--- config.mk ---
export PLATFORM = sky130hd
export DESIGN_NAME = vga_timing_gen
export DESIGN_NICKNAME = d
export VERILOG_FILES = /design/src/rtl/vga_timing_gen.sv
export SDC_FILE = /design/constraint.sdc
export NUM_CORES = 1
export LEC_CHECK = 0
export BUFFER_PORTS_ARGS = -buffer_cell sky130_fd_sc_hd__buf_2
export CORE_MARGIN = 4
export CORE_UTILIZATION = 55
export CTS_CLUSTER_DIAMETER = 60
export CTS_CLUSTER_SIZE = 10
export DETAILED_ROUTE_END_ITERATION = 12
export GPL_TIMING_DRIVEN = 0
export PLACE_DENSITY = 0.86
export SYNTH_ARGS = -nofsm -noshare
export SYNTH_HDL_FRONTEND = slang
export SYNTH_SLANG_ARGS = --single-unit
--- constraint.sdc ---
create_clock -name clk_25_175 -period 3.83 [get_ports clk_25_175]
set_clock_uncertainty 0.15 [all_clocks]
set_input_delay 0.383 -clock clk_25_175 [delete_from_list [all_inputs] [get_ports clk_25_175]]
set_output_delay 0.383 -clock clk_25_175 [all_outputs]
set_load 0.05 [all_outputs]
--- src/rtl/vga_timing_gen.sv ---
// -----------------------------------------------------------------------------
// vga_timing_gen
// Parametrised VGA raster timing generator and pixel output stage.
//
// A pixel-tick divider paces a horizontal/vertical raster counter pair. The
// counters are published as fetch coordinates (hpos/vpos) ahead of the beam.
// Per-pixel attributes (DE, sync regions, line/frame start) travel through a
// FETCH_LAT-deep alignment pipe. They then meet the pixel source's reply in
// the final output registers.
//
// Ports
//   clk_25_175      in   1             system / pixel clock
//   reset           in   1             asynchronous, active-high reset
//   pixstream       in   3*COLOR_BITS  {b,g,r} for the coordinate issued
//                                      FETCH_LAT ticks earlier
//   hpos, vpos      out  12            fetch coordinate (raw counter values)
//   fetch_valid     out  1             fetch coordinate is inside the visible area
//   r, g, b         out  COLOR_BITS    registered colour, zero outside DE
//   h_sync, v_sync  out  1             syncs, aligned with r/g/b
//   drawing_pixels  out  1             display enable, aligned with r/g/b
//   line_start      out  1             one-clk pulse when the aligned pixel has hcnt==0
//   frame_start     out  1             one-clk pulse when the aligned pixel has hcnt==0, vcnt==0
// -----------------------------------------------------------------------------
module vga_timing_gen #(
    parameter int H_VIS      = 640,
    parameter int H_FP       = 16,
    parameter int H_SYNC     = 96,
    parameter int H_BP       = 48,
    parameter int V_VIS      = 480,
    parameter int V_FP       = 10,
    parameter int V_SYNC     = 2,
    parameter int V_BP       = 33,
    parameter int HSYNC_POL  = 0,
    parameter int VSYNC_POL  = 0,
    parameter int COLOR_BITS = 4,
    parameter int FETCH_LAT  = 1,
    parameter int PIX_DIV    = 1
) (
    input  logic                      clk_25_175,
    input  logic                      reset,
    input  logic [3*COLOR_BITS-1:0]   pixstream,
    output logic [11:0]               hpos,
    output logic [11:0]               vpos,
    output logic                      fetch_valid,
    output logic [COLOR_BITS-1:0]     r,
    output logic [COLOR_BITS-1:0]     g,
    output logic [COLOR_BITS-1:0]     b,
    output logic                      h_sync,
    output logic                      v_sync,
    output logic                      drawing_pixels,
    output logic                      line_start,
    output logic                      frame_start
);

    localparam int H_TOTAL = H_VIS + H_FP + H_SYNC + H_BP;
    localparam int V_TOTAL = V_VIS + V_FP + V_SYNC + V_BP;

    // Reject configurations the 12-bit counters and 3-bit divider cannot express.
    if (H_TOTAL > 4096) begin : g_err_h_total
        $error("vga_timing_gen: H_TOTAL exceeds 4096");
    end
    if (V_TOTAL > 4096) begin : g_err_v_total
        $error("vga_timing_gen: V_TOTAL exceeds 4096");
    end
    if ((PIX_DIV < 1) || (PIX_DIV > 8)) begin : g_err_pix_div
        $error("vga_timing_gen: PIX_DIV must be 1..8");
    end
    if ((FETCH_LAT < 0) || (FETCH_LAT > 7)) begin : g_err_fetch_lat
        $error("vga_timing_gen: FETCH_LAT must be 0..7");
    end
    if ((H_SYNC < 1) || (V_SYNC < 1)) begin : g_err_sync_width
        $error("vga_timing_gen: sync widths must be at least 1");
    end

    localparam logic [11:0] H_LAST     = 12'(H_TOTAL - 1);
    localparam logic [11:0] V_LAST     = 12'(V_TOTAL - 1);
    localparam logic [11:0] H_VIS_W    = 12'(H_VIS);
    localparam logic [11:0] V_VIS_W    = 12'(V_VIS);
    localparam logic [11:0] HS_FIRST   = 12'(H_VIS + H_FP);
    localparam logic [11:0] HS_LAST    = 12'(H_VIS + H_FP + H_SYNC - 1);
    localparam logic [11:0] VS_FIRST   = 12'(V_VIS + V_FP);
    localparam logic [11:0] VS_LAST    = 12'(V_VIS + V_FP + V_SYNC - 1);
    localparam logic [2:0]  DIV_LAST   = 3'(PIX_DIV - 1);
    localparam logic        HS_ACT     = 1'(HSYNC_POL);
    localparam logic        VS_ACT     = 1'(VSYNC_POL);
    // A zero-latency build still declares one (unused) stage so the array is legal.
    localparam int          PIPE_N     = (FETCH_LAT == 0) ? 1 : FETCH_LAT;
    localparam int          CW         = 3 * COLOR_BITS;

    // Attribute vector bit positions.
    localparam int A_DE = 4;
    localparam int A_HS = 3;
    localparam int A_VS = 2;
    localparam int A_LS = 1;
    localparam int A_FS = 0;

    logic [2:0]    div_q;
    logic [2:0]    div_d;
    logic          tick_s;
    logic [11:0]   hcnt_q;
    logic [11:0]   hcnt_d;
    logic [11:0]   vcnt_q;
    logic [11:0]   vcnt_d;
    logic [4:0]    attr_s;
    logic [4:0]    pipe_q [PIPE_N];
    logic [4:0]    aligned_s;
    logic [CW-1:0] color_q;
    logic [CW-1:0] color_d;
    logic          hs_q;
    logic          hs_d;
    logic          vs_q;
    logic          vs_d;
    logic          de_q;
    logic          ls_q;
    logic          fs_q;

    // The tick fires while the divider sits at 0, so the first clk after reset is a tick.
    assign tick_s = (div_q == 3'd0);

    // Next-state for the pixel divider and the raster counters.
    always_comb begin
        div_d  = div_q;
        hcnt_d = hcnt_q;
        vcnt_d = vcnt_q;
        if (div_q == DIV_LAST) begin
            div_d = 3'd0;
        end else begin
            div_d = div_q + 3'd1;
        end
        if (tick_s) begin
            if (hcnt_q == H_LAST) begin
                hcnt_d = 12'd0;
                if (vcnt_q == V_LAST) begin
                    vcnt_d = 12'd0;
                end else begin
                    vcnt_d = vcnt_q + 12'd1;
                end
            end else begin
                hcnt_d = hcnt_q + 12'd1;
            end
        end else begin
            hcnt_d = hcnt_q;
            vcnt_d = vcnt_q;
        end
    end

    // Divider and raster counter registers.
    always_ff @(posedge clk_25_175 or posedge reset) begin
        if (reset) begin
            div_q  <= 3'd0;
            hcnt_q <= 12'd0;
            vcnt_q <= 12'd0;
        end else begin
            div_q  <= div_d;
            hcnt_q <= hcnt_d;
            vcnt_q <= vcnt_d;
        end
    end

    // Attributes of the coordinate currently being fetched. Sync bits mean
    // "inside the sync region"; polarity is applied only at the pins.
    always_comb begin
        attr_s       = 5'd0;
        attr_s[A_DE] = (hcnt_q < H_VIS_W) && (vcnt_q < V_VIS_W);
        attr_s[A_HS] = (hcnt_q >= HS_FIRST) && (hcnt_q <= HS_LAST);
        attr_s[A_VS] = (vcnt_q >= VS_FIRST) && (vcnt_q <= VS_LAST);
        attr_s[A_LS] = (hcnt_q == 12'd0);
        attr_s[A_FS] = (hcnt_q == 12'd0) && (vcnt_q == 12'd0);
    end

    assign hpos        = hcnt_q;
    assign vpos        = vcnt_q;
    assign fetch_valid = attr_s[A_DE];

    // Alignment pipe: delays the attributes by FETCH_LAT ticks to match pixstream.
    always_ff @(posedge clk_25_175 or posedge reset) begin
        if (reset) begin
            for (int i = 0; i < PIPE_N; i++) begin
                pipe_q[i] <= 5'd0;
            end
        end else if (tick_s) begin
            pipe_q[0] <= attr_s;
            for (int i = 1; i < PIPE_N; i++) begin
                pipe_q[i] <= pipe_q[i-1];
            end
        end
    end

    assign aligned_s = (FETCH_LAT == 0) ? attr_s : pipe_q[PIPE_N-1];

    // Output-stage next values; pixstream is ignored outside DE.
    always_comb begin
        color_d = {CW{1'b0}};
        hs_d    = ~HS_ACT;
        vs_d    = ~VS_ACT;
        if (aligned_s[A_DE]) begin
            color_d = pixstream;
        end else begin
            color_d = {CW{1'b0}};
        end
        if (aligned_s[A_HS]) begin
            hs_d = HS_ACT;
        end else begin
            hs_d = ~HS_ACT;
        end
        if (aligned_s[A_VS]) begin
            vs_d = VS_ACT;
        end else begin
            vs_d = ~VS_ACT;
        end
    end

    // Pin registers. Levels update on ticks; the start pulses are qualified by
    // the tick so they last one clk even when a pixel spans several clks.
    always_ff @(posedge clk_25_175 or posedge reset) begin
        if (reset) begin
            color_q <= {CW{1'b0}};
            hs_q    <= ~HS_ACT;
            vs_q    <= ~VS_ACT;
            de_q    <= 1'b0;
            ls_q    <= 1'b0;
            fs_q    <= 1'b0;
        end else begin
            ls_q <= tick_s & aligned_s[A_LS];
            fs_q <= tick_s & aligned_s[A_FS];
            if (tick_s) begin
                color_q <= color_d;
                hs_q    <= hs_d;
                vs_q    <= vs_d;
                de_q    <= aligned_s[A_DE];
            end
        end
    end

    assign r              = color_q[COLOR_BITS-1:0];
    assign g              = color_q[2*COLOR_BITS-1:COLOR_BITS];
    assign b              = color_q[3*COLOR_BITS-1:2*COLOR_BITS];
    assign h_sync         = hs_q;
    assign v_sync         = vs_q;
    assign drawing_pixels = de_q;
    assign line_start     = ls_q;
    assign frame_start    = fs_q;

endmodule
==> out/summary.txt <==
status - finished, final reports clean
H-tree Lvls - 2
CTS root buf - clkbuf_8
Seq/Total Area, Yosys - 0.534
crit start category - flop
RSZ-0062 raised after global routing - false
die height - 72.7 um
Nets - 309
maximum VDD drop - 238 uV
clk buf depth - 2
ANT nets after route - 0
Post-route DRC - 0
Hold Crit Class - primary input to flop
fill count - 321
Non-Filler Instances - 340
drt pass-1 iters - 4
CP max-delay cell - dfrtp_1
Slew @ Worst Pin - 0.426 ns
row count - 23
M3 GR Usage - 0.0551
Post-Syn Instances - 225
Cell variety after synth - 42
Yosys warnings - 0
Endpoint, Worst Hold - color_q[2]
Resize count post-CTS - 0
Routed WL - 5.13 mm
Area Growth Syn to Fin - 21.0%
final setup vio count - 0
hold path depth - 3
vias - 1916
initial antenna violation count - 0
Slew Limit Fails - 0
Hold Startpoint - pixstream[2]
Leak Pwr - 1.40 nW
Sum Neg Setup Slack - 0 ns
commonest cells after routing, fill and taps aside - buf_2, dfrtp_1, nand2_1
pwr dens - 346 mW/mm2
r2r startpoint - div_q[0]
CP required - 3.30 ns
clock-pin slew on the worst setup and hold paths - 0.08 ns
CTS tree - yes
layout cell share with drive strength beyond 1 - 0.272
crit end category - output pin
Tot GR Track Use - 0.205
syn_nets - 245
minimum clock period - 2.55 ns
Reg2Reg Setup Slack - 1.47 ns
GR Layer Usage met1 - 0.284
I/O pin total - 56
synthesized flop and latch total - 49
Num CTS Buffers - 5
CORE AREA - 0.00403 mm2
Crit Path Class - flop to output pin
register area - 0.00123 mm2
vias in the first global route - 1731
placed cell count - 331
Mapped Area - 0.00230 mm2
crit path cell chain - a211oi_1 > nand3b_1 > nor4_1 > buf_2
Crit path largest cell delay - 0.49 ns
Vias/cell - 5.64
CTS Sinks - 49
largest net degree at the start of global routing - 33
max_cap viols - 0
postcts setup bufs - 0
Worst slew margin - 0.714
gr ovfl total - 0
M2 GR Usage - 0.315
dpl hpwl - 3.73 mm
die area - 0.00528 mm2
gr busiest metal - met2
CP max FO - 8
final hold violation count - 0
GPL Wtd Cong - 0.879
Antenna diodes - 0
Port Buf Inserts - 55
initial DRC count - 148
f_max - 392 MHz
R2R Path End - vpos[10]
worst-case reg-to-reg path depth - 7
initial core utilization - 0.571
area of the multi-input gates - 996 um2
most common cell after layout, fill and taps aside - buf_2
first-pass GRT wire length - 8.26 mm
routed len/inst - 15.1 um
crit path DAT - 2.02 ns
Die X - 72.7 um
CTS Hold Bufs - 1
Tcrit/Tclk final - 0.666
Syn Area/Cell - 10.2 um2
clock latency on the worst-skew pair - 0.30 ns
## kinds of logic after synthesis
group	Yosys count	share of synthesized area
and+or+nand+nor	116	0.279
DFF	49	0.534
AOI/OAI and AO/OA	20	0.0544
buffers and inverters	17	0.0332
xor gates and xnor gates	14	0.0533
adders and majority gates	6	0.0326
muxes	3	0.0136
## critical path, delay by kind of cell (launching register included)
| kind | cells | cell delay (ns) |
|---|---|---|
| flops | 1 | 0.49 |
| simple gates | 2 | 0.45 |
| buf+inv | 1 | 0.35 |
| compound gates | 1 | 0.42 |
## Yosys cell counts
master | n | share of area
a211oi_1 | 1 | 0.0033
a21oi_1 | 2 | 0.0044
a31oi_1 | 2 | 0.0054
and2_1 | 3 | 0.0082
and3_1 | 2 | 0.0054
and3b_1 | 1 | 0.0038
and4_2 | 1 | 0.0044
and4b_1 | 1 | 0.0044
buf_2 | 1 | 0.0022
buf_4 | 1 | 0.0033
buf_6 | 1 | 0.0049
clkbuf_1 | 6 | 0.0098
dfrtp_1 | 47 | 0.51
dfstp_2 | 2 | 0.023
ha_1 | 6 | 0.033
inv_1 | 8 | 0.013
mux2_2 | 1 | 0.0049
mux2i_1 | 2 | 0.0087
nand2_1 | 45 | 0.073
nand2b_1 | 2 | 0.0054
nand3_1 | 23 | 0.050
nand3b_1 | 1 | 0.0033
nand3b_2 | 1 | 0.0049
nand4_1 | 12 | 0.033
nand4_4 | 1 | 0.0092
nor2_1 | 8 | 0.013
nor2b_1 | 2 | 0.0054
nor3_1 | 1 | 0.0022
nor4_1 | 4 | 0.011
nor4_4 | 2 | 0.018
nor4bb_1 | 1 | 0.0044
o211ai_1 | 1 | 0.0033
o21ai_0 | 5 | 0.011
o21ai_1 | 3 | 0.0065
o311ai_0 | 2 | 0.0076
o31ai_1 | 4 | 0.013
or2b_2 | 1 | 0.0038
or3_1 | 1 | 0.0027
or3_2 | 1 | 0.0033
or4_4 | 2 | 0.0098
xnor2_1 | 9 | 0.034
xor2_1 | 5 | 0.019
## where the power goes
part           internal, mW  leakage [nW]  switching (mW)
Combinational        0.0153         0.718          0.0414
Sequential            0.523         0.625         0.00287
Clock                 0.213        0.0585           0.167
## layout make-up
class                      instances  share of cell area
clock buffer                       7              0.0310
timing repair buffer              57               0.110
clock inverter                     1              0.0108
sequential                        49               0.441
buffer                             9              0.0166
inverter                           8              0.0108
tap                               50              0.0225
multi-input combinational        159               0.358
## worst max path at each step
stage	from	end	slack [ns]	depth (start not counted)
4_1_cts	hpos[9]	fetch_valid	1.32	4
5_1_grt	hpos[9]	fetch_valid	1.26	4
2_1_floorplan	hpos[8]	aligned_s[4]	0.60	4
3_3_place_gp	div_q[0]	vpos[10]	1.51	7
6_report	hpos[9]	fetch_valid	1.28	4
3_5_place_dp	div_q[0]	vpos[10]	1.49	7
## metrics by stage
| stage | hold WS (ns) | instance area (um2) | power, mW | worst slack, ns | util |
|---|---|---|---|---|---|
| global placement | 0.263 | 2640 | 0.589 | 1.51 | 0.655 |
| detailed placement | 0.239 | 2660 | 0.594 | 1.49 | 0.660 |
| finish | 0.160 | 2790 | 0.963 | 1.28 | 0.691 |
| floorplan | 0.255 | 2300 | 0.573 | 0.599 | - |
| global route | 0.152 | 2790 | 1.00 | 1.26 | 0.691 |
| CTS | 0.151 | 2790 | 0.972 | 1.32 | 0.691 |
## registers in the layout (all words and copies together), names as in the netlist
name / cells
div_q: 3
v_sync: 1
h_sync: 1
hpos: 12
vpos: 12
frame_start: 1
line_start: 1
color_q: 12
aligned_s: 5
drawing_pixels: 1
## per-layer routing
| metal | up-vias | routed length (um) |
|---|---|---|
| li1 | 922 | - |
| met1 | 923 | 2260 |
| met2 | 66 | 2470 |
| met3 | 5 | 361 |
| met4 | 0 | 46 |
| met5 | - | 0 |
(Power assumes the default switching activity.)
